`config.mk`:
```
export PLATFORM = sky130hd
export DESIGN_NAME = dino_jump_ctrl
export DESIGN_NICKNAME = d
export VERILOG_FILES = /design/src/rtl/dino_jump_ctrl.sv
export SDC_FILE = /design/constraint.sdc
export NUM_CORES = 1
export LEC_CHECK = 0
export CAP_MARGIN = 20
export CORE_UTILIZATION = 45
export DETAILED_ROUTE_END_ITERATION = 16
export PLACE_DENSITY = 0.7
export REMOVE_ABC_BUFFERS = 1
export SLEW_MARGIN = 20
export SYNTH_ARGS = -nofsm -noshare
export SYNTH_HDL_FRONTEND = slang
export SYNTH_SLANG_ARGS = --single-unit
export TNS_END_PERCENT = 5
```
`constraint.sdc`:
```
create_clock -name clk -period 6.6 [get_ports clk]
set_input_delay 0.99 -clock clk [delete_from_list [all_inputs] [get_ports clk]]
set_output_delay 0.99 -clock clk [all_outputs]
set_load 0.1 [all_outputs]
```
`src/rtl/dino_jump_ctrl.sv`:
```
// dino_jump_ctrl: frame-stepped jump/fall trajectory with integer gravity for the dino sprite
module dino_jump_ctrl #(
    parameter int H_W       = 8,
    parameter int V_W       = 5,
    parameter int JUMP_V0   = 12,
    parameter int GRAVITY   = 1,
    parameter int FAST_GRAV = 3,
    parameter int MAX_FALL  = 15
) (
    input  logic           clk,
    input  logic           rst,
    input  logic           frameTick,
    input  logic [1:0]     gameState,
    input  logic           jumpBtn,
    input  logic           duckBtn,
    output logic [H_W-1:0] dinoHeight,
    output logic           Airborne,
    output logic           onGround,
    output logic           isDuck,
    output logic           landed
);
    typedef enum logic [1:0] {GROUND, RISE, FALL} state_t;

    state_t         state, state_n;
    logic [V_W-1:0] vel, v_n, nv;
    logic [V_W:0]   nv_sum;
    logic [H_W-1:0] h_n;
    logic           jump_req, jb_q, rise, playing, idle, launch, landed_n, duck_n;

    assign rise    = jumpBtn & ~jb_q;
    assign playing = gameState == 2'b10;
    assign idle    = gameState[1] == gameState[0];
    assign launch  = playing & frameTick & (state == GROUND) & (jump_req | rise);
    assign nv_sum  = {1'b0, vel} + (V_W+1)'(duckBtn ? FAST_GRAV : GRAVITY);
    assign nv      = nv_sum > (V_W+1)'(MAX_FALL) ? V_W'(MAX_FALL) : nv_sum[V_W-1:0];

    // State, motion and output registers; jumpReq remembers a press until the next frame tick
    always_ff @(posedge clk or posedge rst) begin
        if (rst) begin
            state      <= GROUND;
            vel        <= '0;
            dinoHeight <= '0;
            jump_req   <= 1'b0;
            jb_q       <= 1'b0;
            Airborne   <= 1'b0;
            onGround   <= 1'b1;
            isDuck     <= 1'b0;
            landed     <= 1'b0;
        end else begin
            state      <= state_n;
            vel        <= v_n;
            dinoHeight <= h_n;
            jump_req   <= frameTick ? 1'b0 : (rise ? 1'b1 : jump_req);
            jb_q       <= jumpBtn;
            Airborne   <= state_n != GROUND;
            onGround   <= state_n == GROUND;
            isDuck     <= duck_n;
            landed     <= landed_n;
        end
    end

    // Next-state and trajectory step; idle/start forces ground, game over freezes everything
    always_comb begin
        state_n  = state;
        h_n      = dinoHeight;
        v_n      = vel;
        landed_n = 1'b0;
        duck_n   = isDuck;
        if (idle) begin
            state_n = GROUND;
            h_n     = '0;
            v_n     = '0;
            duck_n  = 1'b0;
        end else if (playing) begin
            duck_n = duckBtn & (state == GROUND) & ~launch;
            if (frameTick) begin
                case (state)
                    GROUND: if (launch) begin
                        state_n = RISE;
                        h_n     = H_W'(JUMP_V0);
                        v_n     = V_W'(JUMP_V0 - GRAVITY);
                    end
                    RISE: begin
                        h_n     = dinoHeight + H_W'(vel);
                        v_n     = vel > V_W'(GRAVITY) ? vel - V_W'(GRAVITY) : '0;
                        state_n = vel > V_W'(GRAVITY) ? RISE : FALL;
                    end
                    FALL: if (dinoHeight <= H_W'(nv)) begin
                        state_n  = GROUND;
                        h_n      = '0;
                        v_n      = '0;
                        landed_n = 1'b1;
                    end else begin
                        h_n = dinoHeight - H_W'(nv);
                        v_n = nv;
                    end
                    default: state_n = GROUND;
                endcase
            end
        end
    end
endmodule

```
Word-level counts from Yosys, hierarchy flattened
Index checks and enable logic that the tools add are counted.
{"block": "totals", "mem_bits_rw": 0, "mem_count": 0, "mem_bits_ro": 0, "latchBits": 0, "register_bits": 21}
{"block": "op_classes", "eq_ne": 5, "mul": 0, "div_mod_pow": 0, "n_addsub": 4, "shift": 0, "muxes": 31, "n_reduce_logical": 8, "n_lt_le_gt_ge": 3, "bitwise": 9}
{"cell": "$mux 8", "count": 5}
{"cell": "$mux 5", "count": 7}
{"cell": "$pmux 8 s3", "count": 1}
{"cell": "$pmux 5 s3", "count": 1}
{"cell": "$mux 2", "count": 7}
{"cell": "$mux 1", "count": 9}
{"cell": "$add 8x5->8", "count": 1}
{"cell": "$le 8x5->1", "count": 1}
{"cell": "$reduce_bool 2->1", "count": 4}
{"cell": "$sub 8x5->8", "count": 1}
{"cell": "$add 5x2->6", "count": 1}
{"cell": "$and 1x1->1", "count": 6}
{"cell": "$gt 6x4->1 const B", "count": 1}
{"cell": "$pmux 2 s3", "count": 1}
{"cell": "$gt 5x1->1 const B", "count": 1}
{"cell": "$sub 5x1->5 const B", "count": 1}
{"cell": "$eq 2x2->1 const B", "count": 2}
{"cell": "$logic_not 2->1", "count": 2}
{"cell": "$reduce_and 4->1", "count": 1}
{"cell": "$reduce_bool 4->1", "count": 1}
{"cell": "$ne 3x3->1 const B", "count": 1}
{"cell": "$eq 2x1->1 const B", "count": 1}
{"cell": "$not 1->1", "count": 2}
{"cell": "$eq 1x1->1", "count": 1}
{"cell": "$or 1x1->1", "count": 1}

Depth between registers and ports, before layout
Gate-level depths: netlist of run 1.
{"block": "depth", "ltp_word": 11, "ltp_mapped": 13, "ltp_nobuf": 13}

Worst setup path after synthesis of run 1
Ideal clock, no wire load.
{"block": "synth_path", "kind": "input -> register", "startpoint": "input port duckBtn", "endpoint": "register vel[0]", "cell_stages": 12, "arrival_time_ps": 3601, "setup_ps": 76, "n_path_buf": 0, "required_ps": 6524, "path_slack_ps": 2923, "cell_sequence": "fa_1 > nand3_1 > mux2i_1 > nand2b_1 > ha_1 > fa_1 > nand2b_1 > a211oi_2 > o211a_2 > a211oi_1 > a31o_2 > o21ai_1"}
{"block": "synth_between", "elab_chain_len": 10}
{"element": "start, declared", "line": "15", "text": "input logic duckBtn,"}
{"element": "$mux 2 (*)", "line": "34", "text": "assign nv_sum = {1'b0, vel} + (V_W+1)'(duckBtn ? FAST_GRAV : GRAVITY);"}
{"element": "$add 5x2->6 (*)", "line": "34"}
{"element": "$gt 6x4->1", "line": "35", "text": "assign nv = nv_sum > (V_W+1)'(MAX_FALL) ? V_W'(MAX_FALL) : nv_sum[V_W-1:0];"}
{"element": "$mux 5 (*)", "line": "35"}
{"element": "$le 8x5->1", "line": "88", "text": "FALL: if (dinoHeight <= H_W'(nv)) begin"}
{"element": "$mux 5 (*)", "line": "88"}
{"element": "$pmux 5 s3 (*)", "line": "77", "text": "case (state)"}
{"element": "$mux 5 (*)", "line": "76", "text": "if (frameTick) begin"}
{"element": "$mux 5 (*)", "line": "74", "text": "end else if (playing) begin"}
{"element": "$mux 5 (*)", "line": "69", "text": "if (idle) begin"}
{"element": "end signal, assigned", "line": "51", "text": "vel <= v_n;"}
{"element": "end, declared", "line": "25", "text": "logic [V_W-1:0] vel, v_n, nv;"}
Mark *: on every way between the ends. The rest lies on a longest branch, timed or not. The select of a mux whose other input is x is not followed.
A chain may end at the register's enable or synchronous reset.

Final worst setup path of run 1
{"block": "layout_path", "startpoint": "input port duckBtn", "endpoint": "register dinoHeight[5]"}
{"block": "layout_between", "elab_chain_len": 10}
{"element": "$mux 2 (*)", "line": "34"}
{"element": "$add 5x2->6 (*)", "line": "34"}
{"element": "$gt 6x4->1", "line": "35"}
{"element": "$mux 5 (*)", "line": "35"}
{"element": "$sub 8x5->8 or $le 8x5->1 (tied branches)", "line": "94, 88"}
{"element": "$mux 8 (*)", "line": "88"}
{"element": "$pmux 8 s3 (*)", "line": "77"}
{"element": "$mux 8 (*)", "line": "76"}
{"element": "$mux 8 (*)", "line": "74"}
{"element": "$mux 8 (*)", "line": "69"}
{"element": "end signal, assigned", "line": "52", "text": "dinoHeight <= h_n;"}
{"element": "end, declared", "line": "16", "text": "output logic [H_W-1:0] dinoHeight,"}
Marked as above.

==> results of run 1 <==
## cell usage in the layout, fill, tap and decap left out, types with 2 or more instances in the layout
cell type	n
o21ai_1	7
nand2_1	18
clkdlybuf4s50_1	18
a22oi_1	2
a21o_1	5
inv_1	16
dfrtp_1	20
o31a_1	2
a221oi_1	3
xnor2_1	5
a31oi_1	4
nor3_1	6
or2_2	2
ha_1	20
nand3_1	3
fa_1	3
a211oi_1	3
clkbuf_8	3
a21oi_1	13
nand4b_1	2
nor3_2	2
nand2b_1	4
xor2_1	2
nor2_1	14
o21ai_0	14
and2_1	2
nor2b_1	4
## final timing paths
check / cells past startpoint / slack, ps / startpoint / to
min in group asynchronous: 2 / 1190 / rst / dinoHeight[7]$_DFFE_PP0P_
max: 14 / 2430 / duckBtn / dinoHeight[5]$_DFFE_PP0P_
max in group asynchronous: 2 / 4890 / rst / isDuck$_DFFE_PP0P_
max reg2reg: 13 / 3130 / vel[0]$_DFFE_PP0P_ / dinoHeight[5]$_DFFE_PP0P_
min reg2reg: 1 / 510 / isDuck$_DFFE_PP0P_ / isDuck$_DFFE_PP0P_
min: 1 / 510 / isDuck$_DFFE_PP0P_ / isDuck$_DFFE_PP0P_
## kinds of logic (layout without fill, tap and decap cells)
logic type               count (synthesis)  after routing  share of synthesized area
multiplexers                             1              1                    0.00531
other                                    1              1                    0.00199
XOR/XNOR                                 7              7                     0.0325
AO/OA/AOI/OAI                           71             71                      0.277
flip-flops                              21             21                      0.279
buffers and inverters                   22             39                     0.0517
AND/OR/NAND/NOR                         66             66                      0.188
adder cells (fa/ha/maj)                 23             23                      0.164
## area by class of cell
cell class | instances | share of cell area
clock buffer | 3 | 0.0192
tap | 50 | 0.0292
timing repair buffer | 19 | 0.0875
clock inverter | 1 | 0.00233
inverter | 16 | 0.0280
multi-input combinational | 169 | 0.588
sequential | 21 | 0.245
## metal layers
metal	wire, um	up-vias	global-route usage
li1	-	804	-
met1	2100	768	0.314
met2	2070	25	0.337
met3	125	6	0.0308
met4	49	0	0.0745
met5	0	-	0
## critical path: stages
cell and delay, ps:
clkdlybuf4s50_1 480, fa_1 500, nand3_1 110, nor2_1 60
mux2i_1 280, or2_2 210, inv_1 50, ha_1 280
nor2b_1 150, o31a_1 260, o21ai_0 430, nand2_1 100
a221oi_1 320, a21oi_1 100
## power breakdown
group / internal [mW] / switching [mW]
logic: 0.100 / 0.170
clock network: 0.0423 / 0.0489
registers: 0.142 / 0.0265
## registers in the layout, indices dropped and copies added (netlist names)
signal / count
landed: 1
isDuck: 1
jb_q: 1
state: 2
vel: 5
dinoHeight: 8
jump_req: 1
Airborne: 1
onGround: 1
==> flow_summary.ini, run 1 <==
[clock_network]
clock-sinks = 21
cts_buffer_depth = 2
clock-root-buffer = clkbuf_8
insertion_delay_ps = 270
cts_made_buffers = 3
ctsHoldBuffers = 0
clkTransAtPathRegs_ps = 90
cts_resized = 0
post_cts_buffers = 0
htree_levels = 1
cts_tree = built

[floorplanning]
dieWidth_um = 66.8
die_y_um = 66.8
dieArea_um2 = 4460
num_rows = 23
boundaryPins = 19
start_util = 0.472
core-area_um2 = 4000

[grt]
track_usage = 0.220
gr-total-overflow = 0
antenna_found_initial = 0
grt_max_degree = 22
grt_pass1_vias = 1477
grt_pass1_wl_mm = 7.27

[cells_and_area]
final_util = 0.536
seq_area_um2 = 527
stdcell_area_um2 = 2150
fin_cells = 279
area_growth_pct = 13.7
nets = 260
diodes = 0
drive_above_1_share = 0.100
fill_cells = 369
multi_input_area_um2 = 1260

[critical_path]
criticalPathCategory = in2reg
cp_data_required_time_ps = 6750
crit_fanout = 5
worstPathArrival_ps = 4320
start_kind = input pin
end_kind = flip-flop

[detailed_routing]
routed_wl_mm = 4.34
via_count = 1603
drt_iter0_markers = 97
avgRoutedWirePerCell_um = 15.5
ant_nets = 0
drt-pass1-iter-count = 4
vias_per_cell = 5.75
drc = 0

[sta]
worst_hold_slack_ps = 510
skew_ps = 3.21
relSlewSlack = 0.349
rsz0062_at_grt = no
worst_pin_slew_ps = 973
timing.final.crit_share = 0.632
finalHoldViolations = 0
fin_setup_tns_ps = 0
finalCriticalPeriod_ps = 4170
setup_violations = 0
fmax_ghz = 0.240
final_max_slew_viol_count = 0
fin_ws_ps = 2430

[synthesis]
netlist_instances = 212
synth_top_area_frac = 0.265
synth_area_leaders = dfrtp_1, ha_1, o21ai_0
synth_common_cells = dfrtp_1, ha_1, nand2_1, inv_1
synthFlopType = dfrtp_1
ys_types = 57
syn_area_per_cell_um2 = 8.90
ys_warn_count = 0
synth_seq_cells = 21
synth_area_leader_cell = dfrtp_1
synth_seq_area_share = 0.279
synthArstFlopShare = 1.00
synth_edf_count = 0
synth_area_um2 = 1890

[power]
leakage_nw = 0.942
peakVddDrop_v = 0.000101
p_per_area_nw_per_um2 = 247
power_mw = 0.529

[run]
cap_viol_max_count = 0

[place]
place_ws_ps = 2190
port-buffer-count = 18
dp_hpwl_mm = 3.20
placedCellCount = 275
gp_congestion = 0.840
dpl_cell_area_um2 = 2100

[run_status]
status = finished, final reports clean

[hold_path]
hp-class = reg2reg
Note: power is estimated with default switching activity, not from simulation.
==> run 2: changes to the inputs <==
- clock period: 6.6 -> 3.95 ns (I/O delays scaled with it)
==> run 2 against run 1 <==
  * Via count is 2.5% higher
  * Worst setup slack got worse by 2100 ps
  * Combinational power up 73%
  * Core utilization rose by 0.91 points
  * Sequential power up 68%
  * First-iteration DRC count is 9.3% lower
  * Non-clock buffer count is 5 higher
  * Critical path type unchanged
  * Critical endpoint is now dinoHeight[7]$_DFFE_PP0P_
==> flow_summary.ini, run 2 (synthesis results as in run 1) <==
[place]
dp_hpwl_mm = 3.36
dpl_cell_area_um2 = 2140
placedCellCount = 280
port-buffer-count = 18
gp_congestion = 0.903
place_ws_ps = 3.18

[sta]
fin_setup_tns_ps = 0
worst_hold_slack_ps = 526
finalHoldViolations = 0
final_max_slew_viol_count = 0
finalCriticalPeriod_ps = 3670
setup_violations = 0
relSlewSlack = 0.346
worst_pin_slew_ps = 978
skew_ps = 6.07
fin_ws_ps = 285
timing.final.crit_share = 0.928
rsz0062_at_grt = no
fmax_ghz = 0.273

[cells_and_area]
multi_input_area_um2 = 1260
fill_cells = 378
drive_above_1_share = 0.115
regMostFlops = dinoHeight
mostFrequentLayoutCells = dfrtp_1, ha_1, nand2_1, clkdlybuf4s50_1, inv_1
final_util = 0.546
fin_cells = 284
area_growth_pct = 15.6
stdcell_area_um2 = 2180
seq_area_um2 = 527
diodes = 0
largest_register_ff_count = 8
reg.largest.list = dinoHeight (8), vel (5), state (2)
nets = 265

[clock_network]
cts_buffer_depth = 2
cts_resized = 0
post_cts_buffers = 0
htree_levels = 1
insertion_delay_ps = 260
clkTransAtPathRegs_ps = 80
clock-root-buffer = clkbuf_8
ctsHoldBuffers = 0
cts_tree = built
cts_made_buffers = 3
clock-sinks = 21

[detailed_routing]
drc = 0
drt_iter0_markers = 88
routed_wl_mm = 4.49
vias_per_cell = 5.79
drt-pass1-iter-count = 4
via_count = 1643
avgRoutedWirePerCell_um = 15.8
ant_nets = 0

[grt]
grt_max_degree = 22
antenna_found_initial = 0
grt_pass1_wl_mm = 7.46
gr-total-overflow = 0
track_usage = 0.223
grt_pass1_vias = 1625

[hold_path]
worstHoldPathCells = 1
min_from = isDuck$_DFFE_PP0P_
hp-class = reg2reg
holdPathEnd = isDuck$_DFFE_PP0P_

[critical_path]
crit_fanout = 7
worstPathArrival_ps = 3850
max_stage_delay_ps = 490
end_kind = flip-flop
cp_slowest_cell = clkdlybuf4s50_1
cp_data_required_time_ps = 4130
r2r_slack_ps = 560
worst_r2r_endpoint = dinoHeight[7]$_DFFE_PP0P_
start_kind = input pin
rr_startpoint = vel[1]$_DFFE_PP0P_
path_cells = clkdlybuf4s50_1 > ha_1 > a21o_1 > nor2_1 > mux2i_1 > nand2b_1 > ha_1 > fa_1 > nand2b_1 > a211oi_2 > buf_4 > o211ai_4 > nor2_2 > a221oi_2 > a22oi_1
criticalPathCategory = in2reg
r2r_cells = 14

[run]
cap_viol_max_count = 0

[floorplanning]
core-area_um2 = 4000
dieArea_um2 = 4460
start_util = 0.472
dieWidth_um = 66.8
die_y_um = 66.8
boundaryPins = 19
num_rows = 23

[power]
p_per_area_nw_per_um2 = 411
power_mw = 0.896
peakVddDrop_v = 0.000184
leakage_nw = 0.964

[run_status]
status = finished, final reports clean
[run 2: cell types whose count changed in the layout (fill, tap and decap cells not counted)]
cell / before / now
buf_4: 1 / 6
clkinv_2: 1 / 0
clkbuf_1: 0 / 1
[run 2: layout make-up]
type	instances	share of cell area
clock buffers	4	0.0206
multi-input cells	169	0.579
flip-flops and latches	21	0.241
inverters	16	0.0275
well taps	50	0.0287
repair buffers	24	0.103
[run 2: worst max path at each step]
stage,start,cells past startpoint,slack [ps],endpoint
after floorplan,duckBtn,12,660,vel[0]$_DFFE_PP0P_
after global placement,duckBtn,15,120,dinoHeight[7]$_DFFE_PP0P_
after detailed placement,duckBtn,15,3,dinoHeight[7]$_DFFE_PP0P_
after CTS,duckBtn,15,270,dinoHeight[7]$_DFFE_PP0P_
after global routing,duckBtn,15,30,dinoHeight[7]$_DFFE_PP0P_
final,duckBtn,15,280,dinoHeight[7]$_DFFE_PP0P_
[run 2: worst max-delay path, delay by kind of cell]
family | cells | cell delay, ps
adders and majority gates | 3 | 940
buffers and inverters | 2 | 650
AOI/OAI and AO/OA | 5 | 880
muxes | 1 | 120
and+or+nand+nor | 4 | 670
[run 2: per-layer routing]
metal  wire length, um  GRT usage
met3               224     0.0325
met4                58     0.0665
met5                 0          0
met1              2100      0.293
met2              2110      0.374
[run 2: power breakdown]
part	leakage [nW]	internal (mW)	switching, mW
sequential	0.277	0.236	0.0466
combinational	0.665	0.181	0.285
clock	0.0228	0.0720	0.0749
total	0.964	0.490	0.407
==> run 3: changes to the inputs <==
- CTS_CLUSTER_DIAMETER: unset -> 50
==> results of run 3 <==
Same layout as run 2: the final DEF is identical, and so are final timing and power.
==> RTL edit: new RTL, settings of run 3 <==
The 3 states of `state_t` get a one-hot encoding in 3 bits.
--- a/src/rtl/dino_jump_ctrl.sv
+++ b/src/rtl/dino_jump_ctrl.sv
@@ -19,7 +19,7 @@
     output logic           isDuck,
     output logic           landed
 );
-    typedef enum logic [1:0] {GROUND, RISE, FALL} state_t;
+    typedef enum logic [2:0] {GROUND = 3'b001, RISE = 3'b010, FALL = 3'b100} state_t;
 
     state_t         state, state_n;
     logic [V_W-1:0] vel, v_n, nv;
Check against the original RTL: no difference found for any inputs over 10 cycles, from zero or initial values and one cycle with rst high; not proved beyond that.
==> RTL edit against run 3 <==
Design area rose by 3.4%. Die area rose by 3.0%. Total power fell by 25%. Critical path type unchanged. Setup slack got worse by 0.11 ns. Synthesized cell count rose by 8.5%. Area after synthesis rose by 3.1%. Wire length rose by 7.6%. Sequential cell count rose by 1.
==> RTL edit: results (changes against run 3) <==
Route
  – Via count: 1,856 (was 1,643)
  – Routed WL: 4840 microns (was 4490 microns)
  – Initial DRC Count: 96 (was 88)

Placement
  – Final GP Congestion: 0.909 (was 0.903)
  – Post-DP HPWL: 3670 microns (was 3360 microns)

Clock network
  – Clock latency on the worst-skew pair: 0.28 ns (was 0.26 ns)
  – Resize count post-CTS: 0 (unchanged)
  – H-tree levels: 1 (unchanged)
  – Post-CTS Setup Repair Bufs: 0 (unchanged)
  – CTS Buf Count: 3 (unchanged)
  – Root buf cell: clkbuf_8 (unchanged)

Logic synthesis
  – Synth top area cells: dfrtp_1 (26%), ha_1 (10%), o21ai_0 (4.6%) (was dfrtp_1 (27%), ha_1 (13%), o21ai_0 (3.7%))
  – Adder-Cell Fraction of Synth Area: 13.4% (was 16.4%)
  – Ys async rst share: 100% (unchanged)
  – Avg Cell Area, Syn: 8.45 sq um (was 8.90 sq um)
  – Synth cell count leaders: dfrtp_1 (20), nor2_1 (19), o21ai_0 (18) (was dfrtp_1 (20), ha_1 (20), nand2_1 (18))
  – Warnings, synthesis: 0 (unchanged)
  – Netlist cell types: 58 (was 57)
  – Multiplexer area fraction after synthesis: 0.515% (was 0.531%)
  – Seq/Total Area, Yosys: 28.4% (was 27.9%)
  – Synth Area in Compound Gates: 26.8% (was 27.7%)
  – Post-Synth XOR/XNOR Area: 3.15% (was 3.25%)

Global route
  – Vias in the first global route: 1,704 (was 1,625)
  – Largest net degree at the start of global routing: 23 (was 22)
  – First-pass GRT wire length: 7930 microns (was 7460 microns)
  – Gr usage total: 23.7% (was 22.3%)

Power and ir drop
  – LEAKAGE: 1.01 nW (was 0.964 nW)
  – Max VDD drop: 0.193 mV (was 0.184 mV)

Final layout
  – FILL cells: 412 (was 378)
  – Share of layout cells above drive strength 1: 8.76% (was 11.5%)
  – Nets: 278 (was 265)
  – Final cell count without fillers: 301 (was 284)
  – Biggest regs: dinoHeight x8, vel x5, state x3 (was dinoHeight x8, vel x5, state x2)

Worst hold path
  – Hold depth: 2 (was 1)

Setup path
  – WP buf/inv: 2 (unchanged)
  – Worst path slowest cell: clkdlybuf4s50_1 (unchanged)
  – Crit Path Max Fanout: 6 (was 7)
  – Cell count of the worst reg-to-reg path: 12 (was 14)
  – Largest stage delay, worst path: 0.47 ns (was 0.49 ns)
  – Top delay family on crit path: compound AO/OA/AOI/OAI gates (was adder cells)
  – Critical path arrival: 3.92 ns (was 3.85 ns)

Timing
  – Max-Slew Margin vs Limit: 35.5% (was 34.6%)
  – Fin Clk Skew: 0.0103 ns (was 0.00607 ns)

Outcome
  – Status: finished clean (unchanged)
==> RTL edit: report_power, final <==
group          internal (mW)  switching (mW)  leakage, nW
Sequential             0.236          0.0203        0.294
Clock                 0.0892          0.0822       0.0288
Combinational         0.0899           0.150        0.684
==> RTL edit: area by class of cell <==
class                      instances  area, sq um  share of cell area [%]
inverter                          16         60.1                    2.66
timing repair buffer              25          233                    10.3
clock buffer                       4         55.1                    2.44
tap                               50         62.6                    2.77
sequential                        22          553                    24.5
multi-input combinational        184         1290                    57.3
==> RTL edit: final timing paths <==
kind | slack, ns | start | to
min in group asynchronous | 0.81 | rst | dinoHeight[7]
worst max-delay path | 0.18 | duckBtn | vel[2]
worst min register to register | 0.50 | isDuck | isDuck
max in group asynchronous | 2.57 | rst | vel[0]
worst max register to register | 0.42 | vel[1] | vel[2]
worst min-delay path | 0.50 | isDuck | isDuck
==> RTL edit: cell families after synthesis <==
| group | Yosys count |
|---|---|
| fa+ha+maj | 19 |
| flops | 22 |
| simple gates | 79 |
| xor+xnor | 7 |
| buf+inv | 24 |
| other cells | 1 |
| mux | 1 |
| compound gates | 77 |
==> RTL edit: stage by stage <==
stage | hold WS, ns | worst slack [ns] | cell area [sq um] | TNS, ns
6_report | 0.497 | 0.176 | 2260 | 0
5_1_grt | 0.584 | 0.00841 | 2260 | 0
4_1_cts | 0.503 | 0.174 | 2260 | 0
3_5_place_dp | 0.479 | -0.0946 | 2200 | -0.114
3_3_place_gp | 0.473 | 0.0209 | 2200 | 0
2_1_floorplan | 0.484 | 0.292 | 1910 | 0
==> RTL edit: routing by layer <==
metal  global-route usage [%]  wire [microns]  part of all wire (%)
met5                        0               0                     0
met4                     9.57              82                   1.7
met3                     3.55             213                   4.4
met2                     38.5            2340                    48
met1                     31.0            2200                    46
